`config.mk`:
```
export PLATFORM = sky130hd
export DESIGN_NAME = jt12_timer_regs
export DESIGN_NICKNAME = d
export VERILOG_FILES = /design/src/rtl/jt12_pkg.sv /design/src/rtl/jt12_busy_cnt.sv /design/src/rtl/jt12_timer_regs.sv
export SDC_FILE = /design/constraint.sdc
export NUM_CORES = 1
export LEC_CHECK = 0
export ABC_AREA = 0
export CORE_ASPECT_RATIO = 0.7
export CORE_MARGIN = 3
export CORE_UTILIZATION = 30
export CTS_BUF_LIST = sky130_fd_sc_hd__clkbuf_8
export DETAILED_ROUTE_END_ITERATION = 10
export PLACE_DENSITY = 0.62
export SKIP_LAST_GASP = 1
export SLEW_MARGIN = 20
export SYNTH_ARGS = -nofsm -noshare
export SYNTH_HDL_FRONTEND = slang
export SYNTH_HIERARCHICAL = 1
export SYNTH_SLANG_ARGS = --single-unit
```
`constraint.sdc`:
```
create_clock -name clk -period 2.24 [get_ports clk]
set_input_delay 0.336 -clock clk [delete_from_list [all_inputs] [get_ports clk]]
set_output_delay 0.336 -clock clk [all_outputs]
set_load 0.01 [all_outputs]
```
`src/rtl/jt12_pkg.sv`:
```
// Shared constants for the jt12 timer register slice.
//  - Part-I register addresses that control timers A and B.
//  - Bit positions of the fields inside the timer control register (0x27).
package jt12_pkg;

  localparam logic [7:0] REG_TIMA_HI = 8'h24;
  localparam logic [7:0] REG_TIMA_LO = 8'h25;
  localparam logic [7:0] REG_TIMB    = 8'h26;
  localparam logic [7:0] REG_TIMCTL  = 8'h27;

  localparam int unsigned CTL_LOAD_A = 0;
  localparam int unsigned CTL_LOAD_B = 1;
  localparam int unsigned CTL_IRQ_A  = 2;
  localparam int unsigned CTL_IRQ_B  = 3;
  localparam int unsigned CTL_CLR_A  = 4;
  localparam int unsigned CTL_CLR_B  = 5;
  localparam int unsigned CTL_CH3_LO = 6;
  localparam int unsigned CTL_CH3_HI = 7;

endpackage

```
`src/rtl/jt12_busy_cnt.sv`:
```
// Write-busy counter.
//  clk_i, rst_i : clock, synchronous active-high reset
//  cen_i        : clock enable, gates the countdown only
//  load_i       : reload the counter with BUSY_CNT (wins over countdown)
//  busy_o       : high while the counter is non-zero
module jt12_busy_cnt #(
  parameter int unsigned BUSY_CNT = 32
) (
  input  logic clk_i,
  input  logic rst_i,
  input  logic cen_i,
  input  logic load_i,
  output logic busy_o
);

  localparam int unsigned W = $clog2(BUSY_CNT + 1);

  logic [W-1:0] cnt_q, cnt_d;

  always_comb begin
    cnt_d = cnt_q;
    if (load_i)
      cnt_d = W'(BUSY_CNT);
    else if (cen_i && cnt_q != '0)
      cnt_d = cnt_q - W'(1);
  end

  always_ff @(posedge clk_i) begin
    if (rst_i) cnt_q <= '0;
    else       cnt_q <= cnt_d;
  end

  assign busy_o = (cnt_q != '0);

endmodule

```
`src/rtl/jt12_timer_regs.sv`:
```
// CPU-side writer for the FM timer block (YM2612 part-I regs 0x24-0x27).
//  clk, rst       : clock, synchronous active-high reset
//  cen            : clock enable for the busy countdown
//  cs_n, wr_n     : active-low chip select / write strobe (level)
//  addr[1:0]      : [0]=0 address cycle, 1 data cycle; [1]=part select
//  din            : CPU write data
//  flag_A/B       : timer flags from jt12_timers
//  dout           : registered status {busy,5'b0,flag_B,flag_A}
//  value_A/B      : timer start values
//  load_*, enable_irq_*, ch3_mode : levels from reg 0x27
//  clr_flag_*     : one-clk pulses from reg 0x27 bits 4/5
//  busy           : write-busy flag
module jt12_timer_regs #(
  parameter int unsigned BUSY_CNT = 32
) (
  input  logic       clk,
  input  logic       rst,
  input  logic       cen,
  input  logic       cs_n,
  input  logic       wr_n,
  input  logic [1:0] addr,
  input  logic [7:0] din,
  input  logic       flag_A,
  input  logic       flag_B,
  output logic [7:0] dout,
  output logic [9:0] value_A,
  output logic [7:0] value_B,
  output logic       load_A,
  output logic       load_B,
  output logic       enable_irq_A,
  output logic       enable_irq_B,
  output logic       clr_flag_A,
  output logic       clr_flag_B,
  output logic [1:0] ch3_mode,
  output logic       busy
);

  import jt12_pkg::*;

  logic       we, we_q, wr_stb, addr_cyc, data_cyc, part_one;
  logic [7:0] sel_q;
  logic       sel_part_q;
  logic [7:0] dout_q, value_B_q;
  logic [9:0] value_A_q;
  logic [1:0] ch3_q;
  logic       load_A_q, load_B_q, irq_A_q, irq_B_q, clr_A_q, clr_B_q;

  // we_q resets to 1 so a strobe already asserted when reset releases is not a write.
  assign we       = ~cs_n & ~wr_n;
  assign wr_stb   = we & ~we_q;
  assign addr_cyc = wr_stb & ~addr[0];
  assign data_cyc = wr_stb &  addr[0];
  assign part_one = ~sel_part_q & ~addr[1];

  always_ff @(posedge clk) begin
    if (rst) begin
      we_q       <= 1'b1;
      sel_q      <= '0;
      sel_part_q <= 1'b0;
      dout_q     <= '0;
      value_A_q  <= '0;
      value_B_q  <= '0;
      ch3_q      <= '0;
      load_A_q   <= 1'b0;
      load_B_q   <= 1'b0;
      irq_A_q    <= 1'b0;
      irq_B_q    <= 1'b0;
      clr_A_q    <= 1'b0;
      clr_B_q    <= 1'b0;
    end else begin
      we_q    <= we;
      dout_q  <= {busy, 5'b0, flag_B, flag_A};
      clr_A_q <= 1'b0;
      clr_B_q <= 1'b0;
      if (addr_cyc) begin
        sel_q      <= din;
        sel_part_q <= addr[1];
      end
      if (data_cyc && part_one) begin
        case (sel_q)
          REG_TIMA_HI: value_A_q[9:2] <= din;
          REG_TIMA_LO: value_A_q[1:0] <= din[1:0];
          REG_TIMB:    value_B_q      <= din;
          REG_TIMCTL: begin
            load_A_q <= din[CTL_LOAD_A];
            load_B_q <= din[CTL_LOAD_B];
            irq_A_q  <= din[CTL_IRQ_A];
            irq_B_q  <= din[CTL_IRQ_B];
            clr_A_q  <= din[CTL_CLR_A];
            clr_B_q  <= din[CTL_CLR_B];
            ch3_q    <= din[CTL_CH3_HI:CTL_CH3_LO];
          end
          default: ;
        endcase
      end
    end
  end

  // Every data cycle restarts busy, whichever part or register it targets.
  jt12_busy_cnt #(.BUSY_CNT(BUSY_CNT)) u_busy (
    .clk_i  (clk),
    .rst_i  (rst),
    .cen_i  (cen),
    .load_i (data_cyc),
    .busy_o (busy)
  );

  assign dout         = dout_q;
  assign value_A      = value_A_q;
  assign value_B      = value_B_q;
  assign load_A       = load_A_q;
  assign load_B       = load_B_q;
  assign enable_irq_A = irq_A_q;
  assign enable_irq_B = irq_B_q;
  assign clr_flag_A   = clr_A_q;
  assign clr_flag_B   = clr_B_q;
  assign ch3_mode     = ch3_q;

endmodule

```
==> results.yml, run 1 <==
grt:
  grt_overflow_total: 0
  track_usage_pct: 11.9
  grt_pass1_wl_um: 6890
  antenna_found_initial: 0
  grt_max_degree: 28
  grt_pass1_vias: 1366
clocking:
  cts_root_buf: "clkbuf_8"
  cts_made_buffers: 5
  htree_levels: 2
  clk_pin_slew_ns: 0.08
  cts_setup_buffers: 0
  cts_buffer_depth: 2
  clock_sinks: 45
  cts_tree: "built"
  clkLatencyLatePin_ns: 0.29
detailed_routing:
  wirelength_um: 4220
  viasPerCell: 4.56
  first_iter_violations: 48
  vias: 1426
  drc: 0
  drt_first_pass_iters: 4
  antenna_left: 0
  wl_per_cell_um: 13.5
critical_path:
  worstSetupStartpointType: "register"
  crit_arrival_ns: 1.77
  crit_type: "reg -> out"
  cp-end-kind: "primary output"
  crit_fanout: 4
  required_ns: 1.90
sta:
  fmax_ghz: 0.475
  final.setup.tns_ns: 0
  rsz0062_at_grt: "false"
  hold_viol: 0
  finalMaxSlewViolations: 0
  finalSetupViolCount: 0
  slew_headroom_pct: 61.8
  min_period_over_period_pct: 94.0
  finalClockSkew_ns: 0.00815
  min_period_ns: 2.11
  max_slew.worst_pin.slew_ns: 0.566
synth:
  synth.distinct_cells: 34
  ys_ff_latch: 45
  synthArstFlopShare_pct: 0
  synth_top_area_share_pct: 46.3
  synth_top_cells_by_count: "45 x dfxtp_1, 34 x mux2i_1, 33 x nand2b_1"
  synth_ff_type: "dfxtp_1"
  syn-cell-area_um2: 1950
  synth_edf_count: 0
  yosysTopAreaCell: "dfxtp_1"
  netlist_instances: 186
  yosysSeqAreaShare_pct: 46.3
  yosysMostFrequentCell: "dfxtp_1"
  avgSynthCellArea_um2: 10.5
  synthTopCellsByArea: "dfxtp_1 46%, mux2i_1 17%, nand2b_1 11%"
  ys.warnings.count: 6
die:
  die_w_um: 102
  initial_utilization_pct: 32.5
  num_rows: 23
  ios: 52
  core_um2: 5990
  die_area_um2: 7510
  die_height_um: 73.4
placed_design:
  port_buffers: 46
  place_area_um2: 2500
  placedCellCount: 305
  dp_hpwl_um: 3200
  globalplace.congestion: 0.821
pwr:
  leakagePower_nw: 1.03
  p_total_mw: 2.03
  power.density_nw_per_um2: 775
  ir_drop_v: 0.000318
status:
  run_status: "finished clean"
cells_and_area:
  syn_to_final_growth_pct: 34.6
  nNetsFinal: 256
  drive_above_1_share_pct: 10.5
  diodes: 0
  fin_cells: 313
  fin_area_um2: 2620
job:
  cap_viol_max_count: 0
min_path:
  hp-class: "reg -> reg"
state kept, by name, summed over array words and instances, names as in the netlist:
register      flops
we_q              1
sel_part_q        1
dout              3
value_B           8
enable_irq_B      1
value_A          10
u_busy/cnt_q      6
clr_flag_A        1
load_A            1
load_B            1
sel_q             8
clr_flag_B        1
enable_irq_A      1
ch3_mode          2
final timing paths:
| kind | start | end | slack, ns | depth (start not counted) |
|---|---|---|---|---|
| max | u_busy/cnt_q[0]$_SDFFE_PP0P_ | busy | 0.13 | 5 |
| min | enable_irq_A$_SDFFE_PP0P_ | enable_irq_A$_SDFFE_PP0P_ | 0.48 | 2 |
| min reg2reg | enable_irq_A$_SDFFE_PP0P_ | enable_irq_A$_SDFFE_PP0P_ | 0.48 | 2 |
| max reg2reg | sel_part_q$_SDFFE_PP0P_ | value_B[7]$_SDFFE_PP0P_ | 0.73 | 3 |
kinds of logic after synthesis:
group | after synthesis | synth area share, %
muxes | 34 | 17.5
AOI/OAI and AO/OA | 11 | 4.18
other | 1 | 0.193
DFF | 45 | 46.3
buffers and inverters | 16 | 4.31
adders and majority gates | 2 | 1.29
and+or+nand+nor | 77 | 26.3
metrics by stage:
| step | setup slack, ns | hold slack [ns] | utilization (%) |
|---|---|---|---|
| after CTS | 0.0816 | 0.484 | 43.8 |
| after global routing | 0.0430 | 0.506 | 43.8 |
| final | 0.133 | 0.477 | 43.8 |
| after floorplan | 0.819 | 0.414 | - |
| after global placement | 0.291 | 0.465 | 41.8 |
| after detailed placement | 0.260 | 0.464 | 41.8 |
timing repair:
action / 4_1_cts / 5_1_grt
hold buffers: 0 / 0
setup endpoints to repair: 0 / 1
endpoints found under the hold margin: 0 / 0
gates resized for setup: 0 / 1
layout by cell type (no fill, tap or decap), types with 3 or more instances in the layout:
master,count
dfxtp_1,44
mux2i_1,34
nor2_1,10
clkdlybuf4s50_1,46
a21oi_1,3
nor2b_1,4
inv_1,4
nor3b_1,3
nand2b_1,33
buf_4,7
clkbuf_8,6
conb_1,5
and4_2,3
nand4_1,3
nand2_1,7
worst max-delay path, cell delays in order (launching register included):
cell,delay [ns]
dfxtp_2,0.35
inv_1,0.07
ha_1,0.22
and2b_2,0.23
nand2_1,0.08
clkdlybuf4s50_1,0.53
final cells by class:
type / count / area (um2)
fillers: 589 / 3370
multi-input cells: 129 / 983
flip-flops and latches: 45 / 902
repair buffers: 53 / 513
well taps: 75 / 93.8
clock buffers: 6 / 82.6
clock inverters: 2 / 33.8
inverters: 3 / 11.3
report_power, final:
part / switching (mW) / total, mW / internal (mW) / leakage (nW)
registers: 0.0513 / 0.913 / 0.862 / 0.365
clock network: 0.262 / 0.621 / 0.359 / 0.0626
logic: 0.241 / 0.495 / 0.254 / 0.602
total: 0.554 / 2.03 / 1.47 / 1.03
metal layers:
metal	up-vias	GRT usage [%]	share of wire, %	wire (um)
li1	737	-	-	-
met1	643	17.7	53	2250
met2	44	16.8	39	1660
met3	2	3.13	6.6	277
met4	0	3.49	0.64	27
met5	-	0	0	0
Power figures use the tool's default switching activity.
==> inputs of run 2 (changes only) <==
Settings changed: CORE_UTILIZATION 30 to 52, MAX_ROUTING_LAYER set to met4, PLACE_DENSITY 0.62 to 0.93.
==> run 2 against run 1 <==
Combinational power increased by 3%. Sequential cell count did not move. Via count is 4.1% higher. Highest routed layer unchanged. Sequential share of layout area grew 0.88 points. Utilization up 32 points. Wire length rose by 0.24%. Register-to-register slack got worse by 0.09 ns. Non-clock buffer count shrank 2. Critical path depth did not move. First-iteration DRC count grew 69%.
==> results.yml, run 2 (synthesis results as in run 1) <==
clocking:
  ctsHoldBuffers: 0
  cts_root_buf: "clkbuf_8"
  htree_levels: 2
  clock_sinks: 45
  cts_made_buffers: 5
  cts_tree: "built"
  cts_buffer_depth: 2
  clkLatencyLatePin_ns: 0.30
  clk_pin_slew_ns: 0.09
  cts_setup_buffers: 0
detailed_routing:
  antenna_left: 0
  wirelength_um: 4230
  first_iter_violations: 81
  drc: 0
  drt_first_pass_iters: 4
  viasPerCell: 5.24
  wl_per_cell_um: 14.9
  vias: 1484
pwr:
  seq_power_share_pct: 46.9
  p_int_mw: 1.36
  p_sw_share_pct: 30.3
  clockPowerShare_pct: 27.0
  leakagePower_nw: 1.02
  power.density_nw_per_um2: 765
  p_switching_mw: 0.591
  power_frac_comb_pct: 26.1
  ir_drop_v: 0.000612
critical_path:
  crit_type: "reg -> out"
  required_ns: 1.90
  crit_arrival_ns: 1.48
  crit_fanout: 4
  critical_path.cell_chain: "inv_1, ha_1, and2b_2, nand2_1, dlymetal6s2s_1"
  worstSetupStartpointType: "register"
  critPathMaxStageDelay_ns: 0.37
  r2r_slack_ns: 0.64
  cp-end-kind: "primary output"
  cpMaxStageDelayCell: "dfxtp_1"
placed_design:
  globalplace.congestion: 0.744
  dp_hpwl_um: 3160
  port_buffers: 46
sta:
  min_period_ns: 1.82
  hold_viol: 0
  finalSetupViolCount: 0
  fmax_ghz: 0.550
  rsz0062_at_grt: "false"
  finalClockSkew_ns: 0.00823
  min_period_over_period_pct: 81.1
  finalMaxSlewViolations: 0
  slew_headroom_pct: 55.4
  max_slew.worst_pin.slew_ns: 0.660
  final.setup.tns_ns: 0
die:
  initial_utilization_pct: 57.9
  die_height_um: 57.2
  die_area_um2: 4530
  core_um2: 3360
  num_rows: 17
  die_w_um: 79.1
  ios: 52
cells_and_area:
  most-common-layout-cells: "45 x dfxtp_1, 45 x clkdlybuf4s50_1, 34 x mux2i_1, 33 x nand2b_1, 10 x nor2_1"
  drive_above_1_share_pct: 9.75
  largest_reg_flops: 10
  diodes: 0
  syn_to_final_growth_pct: 31.0
  nNetsFinal: 254
  final_core_util_pct: 75.9
status:
  run_status: "finished clean"
grt:
  grt_max_degree: 36
  track_usage_pct: 20.5
  grt_overflow_total: 0
  grt_pass1_vias: 1463
  grt_pass1_wl_um: 6930
  antenna_found_initial: 0
job:
  cap_viol_max_count: 0
min_path:
  hp-class: "reg -> reg"
-- run 2: changes by cell type in the layout (fill, tap and decap cells not counted), sizes merged --
cell / delta
bufinv: -1
dlymetal6s2s: +1
clkdlybuf4s50: -1
inv: -1
clkinv: +2
buf: -2
-- run 2: power groups by stage --
stage                     Combinational [mW]  Sequential (mW)  Clock [mW]
after global placement                 0.486            0.928           0
after global routing                   0.561            0.922       0.568
after detailed placement               0.506            0.930           0
after floorplan                        0.316            0.922           0
final                                  0.509            0.915       0.526
after CTS                              0.507            0.911       0.538
-- run 2: worst max-delay path: cells and delay by family, from the launching register on --
family | cells | cell delay [ns]
adder cells (fa/ha/maj) | 1 | 0.23
buffers and inverters | 2 | 0.26
AND/OR/NAND/NOR | 2 | 0.32
flip-flops | 1 | 0.37
-- run 2: layer usage --
layer	up-vias	part of all wire (%)	track usage [%]
met1	686	47	25.1
li1	738	-	-
met4	0	1.1	7.11
met3	5	5.7	5.21
met2	55	46	32.9
met5	-	0	-
-- run 2: metrics by stage --
stage	instances	power (mW)	instance area, um2	setup WS (ns)	hold slack [ns]
3_5_place_dp	275	1.44	2450	0.142	0.461
5_1_grt	283	2.05	2550	0.347	0.495
2_1_floorplan	190	1.24	1960	0.819	0.414
4_1_cts	283	1.96	2550	0.0477	0.478
3_3_place_gp	275	1.41	2450	0.251	0.461
6_report	283	1.95	2550	0.423	0.474
-- run 2: cell type report --
cell class / count / area, um2
tap: 47 / 58.8
timing repair buffer: 51 / 500
clock buffer: 6 / 82.6
clock inverter: 2 / 13.8
fill: 250 / 810
inverter: 3 / 11.3
sequential: 45 / 901
multi-input combinational: 129 / 983
-- run 2: worst paths after layout --
| check | startpoint | end | depth (start not counted) |
|---|---|---|---|
| worst max-delay path | u_busy/cnt_q[0]$_SDFFE_PP0P_ | busy | 5 |
| worst min-delay path | value_B[4]$_SDFFE_PP0P_ | value_B[4]$_SDFFE_PP0P_ | 2 |
| worst max register to register | u_busy/cnt_q[0]$_SDFFE_PP0P_ | u_busy/cnt_q[0]$_SDFFE_PP0P_ | 5 |
| worst min register to register | value_B[4]$_SDFFE_PP0P_ | value_B[4]$_SDFFE_PP0P_ | 2 |
-- run 2: repair_timing --
item	in CTS	in global routing
gates resized for setup	0	1
hold endpoints to repair	0	0
setup endpoints to repair	0	1
==> inputs of run 3 (changes only) <==
Settings changed: CORE_UTILIZATION 52 to 50, PLACE_DENSITY 0.93 to 0.9.
Clock period 2.24 ns to 1.7 ns, I/O delays scaled along.
==> run 3 against run 2 <==
Hold slack better by 0.0092 ns. Cell count is 4.9% higher. Combinational power is 50% higher. Non-clock buffer count is 11 higher. Die area is 3.6% higher. Sequential share of layout area is 1.9 points lower. Via count is 3.5% higher.
==> results.yml, run 3 (synthesis results as in run 1) <==
detailed_routing:
  viasPerCell: 5.17
  first_iter_violations: 85
  wl_per_cell_um: 14.7
  drt_first_pass_iters: 4
  wirelength_um: 4380
  antenna_left: 0
  drc: 0
  vias: 1536
cells_and_area:
  nFillCells: 275
  drive_above_1_share_pct: 15.0
  multi_input_area_um2: 997
  syn_to_final_growth_pct: 38.6
  most-common-layout-cells: "45 x dfxtp_1, 45 x clkdlybuf4s50_1, 34 x mux2i_1, 33 x nand2b_1, 15 x buf_4"
  largest_reg_flops: 10
  regArea_um2: 901
  nNetsFinal: 265
  diodes: 0
  final_core_util_pct: 74.4
clocking:
  cts_root_buf: "clkbuf_8"
  clkLatencyLatePin_ns: 0.30
  cts_buffer_depth: 2
  cts_made_buffers: 5
  clk_pin_slew_ns: 0.09
  cts_setup_buffers: 0
  clock_sinks: 45
  htree_levels: 2
  cts_tree: "built"
die:
  core_um2: 3630
  die_w_um: 80.6
  die_height_um: 58.2
  ios: 52
  die_area_um2: 4690
  num_rows: 18
  initial_utilization_pct: 53.7
critical_path:
  crit_type: "reg -> out"
  r2r-start: "u_busy/cnt_q[1]$_SDFFE_PP0P_"
  cp-end-kind: "primary output"
  r2r_end: "u_busy/cnt_q[2]$_SDFFE_PP0P_"
  r2r_cells: 6
  required_ns: 1.44
  worstSetupStartpointType: "register"
  crit_arrival_ns: 1.33
  r2r_slack_ns: 0.25
  cpMaxStageDelayCell: "dfxtp_1"
  cp.buffers_inverters: 2
  critPathMaxStageDelay_ns: 0.35
  critical_path.cell_chain: "inv_1, ha_1, and2b_2, nand2_1, clkbuf_2"
  crit_fanout: 3
  path_delay_family: "flip-flops"
status:
  run_status: "finished clean"
sta:
  hold_viol: 0
  min_period_ns: 1.59
  finalMaxSlewViolations: 0
  rsz0062_at_grt: "false"
  fmax_ghz: 0.630
  min_period_over_period_pct: 93.4
  finalClockSkew_ns: 0.00591
  finalSetupViolCount: 0
  layout_setup_ws_ns: 0.112
pwr:
  power.density_nw_per_um2: 1090
  leakagePower_nw: 1.09
  ir_drop_v: 0.000857
min_path:
  hp-class: "reg -> reg"
  min_to: "ch3_mode[0]$_SDFFE_PP0P_"
  worstHoldPathCells: 2
  min-delay-start: "ch3_mode[0]$_SDFFE_PP0P_"
placed_design:
  dp_slack_ns: -0.172
  port_buffers: 46
  dp_hpwl_um: 3100
  globalplace.congestion: 0.818
grt:
  grt_pass1_wl_um: 7010
  grt_pass1_vias: 1508
  grt_overflow_total: 0
  antenna_found_initial: 0
  grt_max_degree: 30
  track_usage_pct: 20.3
job:
  cap_viol_max_count: 0
run 3: layer usage:
layer / up-vias / wire [um] / GRT usage (%)
li1: 758 / - / -
met5: - / 0 / -
met1: 724 / 2030 / 25.7
met2: 46 / 2020 / 32.2
met4: 0 / 99 / 7.95
met3: 8 / 234 / 4.04
run 3: power breakdown:
| part | switching, mW | internal (mW) | leakage [nW] |
|---|---|---|---|
| logic | 0.370 | 0.392 | 0.656 |
| clock network | 0.379 | 0.592 | 0.0687 |
| registers | 0.0683 | 1.13 | 0.365 |
run 3: through the flow:
stage          cell area [um2]  instances  hold WS [ns]  setup TNS, ns  total power, mW
4_1_cts                   2700        297         0.482              0             2.93
6_report                  2700        297         0.483              0             2.93
3_3_place_gp              2550        289         0.462         -0.577             1.95
5_1_grt                   2700        297         0.503              0             3.08
2_1_floorplan             1960        190         0.333              0             1.63
3_5_place_dp              2550        289         0.463          -1.90             2.00
run 3: what timing repair did:
item,in CTS,in global routing
resized for setup,3,2
gates cloned,0,0
hold buffers,0,0
endpoints found under the setup margin,4,2
run 3: tightest hold or removal path: cells and delay by family (launching register included):
kind             cells  cell delay, ns
multiplexers         1            0.06
AND/OR/NAND/NOR      1            0.07
flip-flops           1            0.32
run 3: worst max-delay path by stage:
stage | slack, ns | from | cells after the start | to
after global routing | 0.02 | u_busy/cnt_q[1]$_SDFFE_PP0P_ | 5 | busy
after detailed placement | -0.17 | addr[1] | 4 | value_B[4]$_SDFFE_PP0P_
final | 0.11 | u_busy/cnt_q[1]$_SDFFE_PP0P_ | 5 | busy
after global placement | -0.07 | addr[1] | 4 | value_B[3]$_SDFFE_PP0P_
after floorplan | 0.35 | we_q$_SDFF_PP1_ | 4 | value_B[3]$_SDFFE_PP0P_
after CTS | 0.003 | u_busy/cnt_q[1]$_SDFFE_PP0P_ | 5 | busy
run 3: area by class of cell:
class	instances	area share [%]
clock buffer	5	2.55
clock inverter	3	2.55
inverter	3	0.417
multi-input combinational	129	37.0
sequential	45	33.4
tap	50	2.32
timing repair buffer	62	21.8
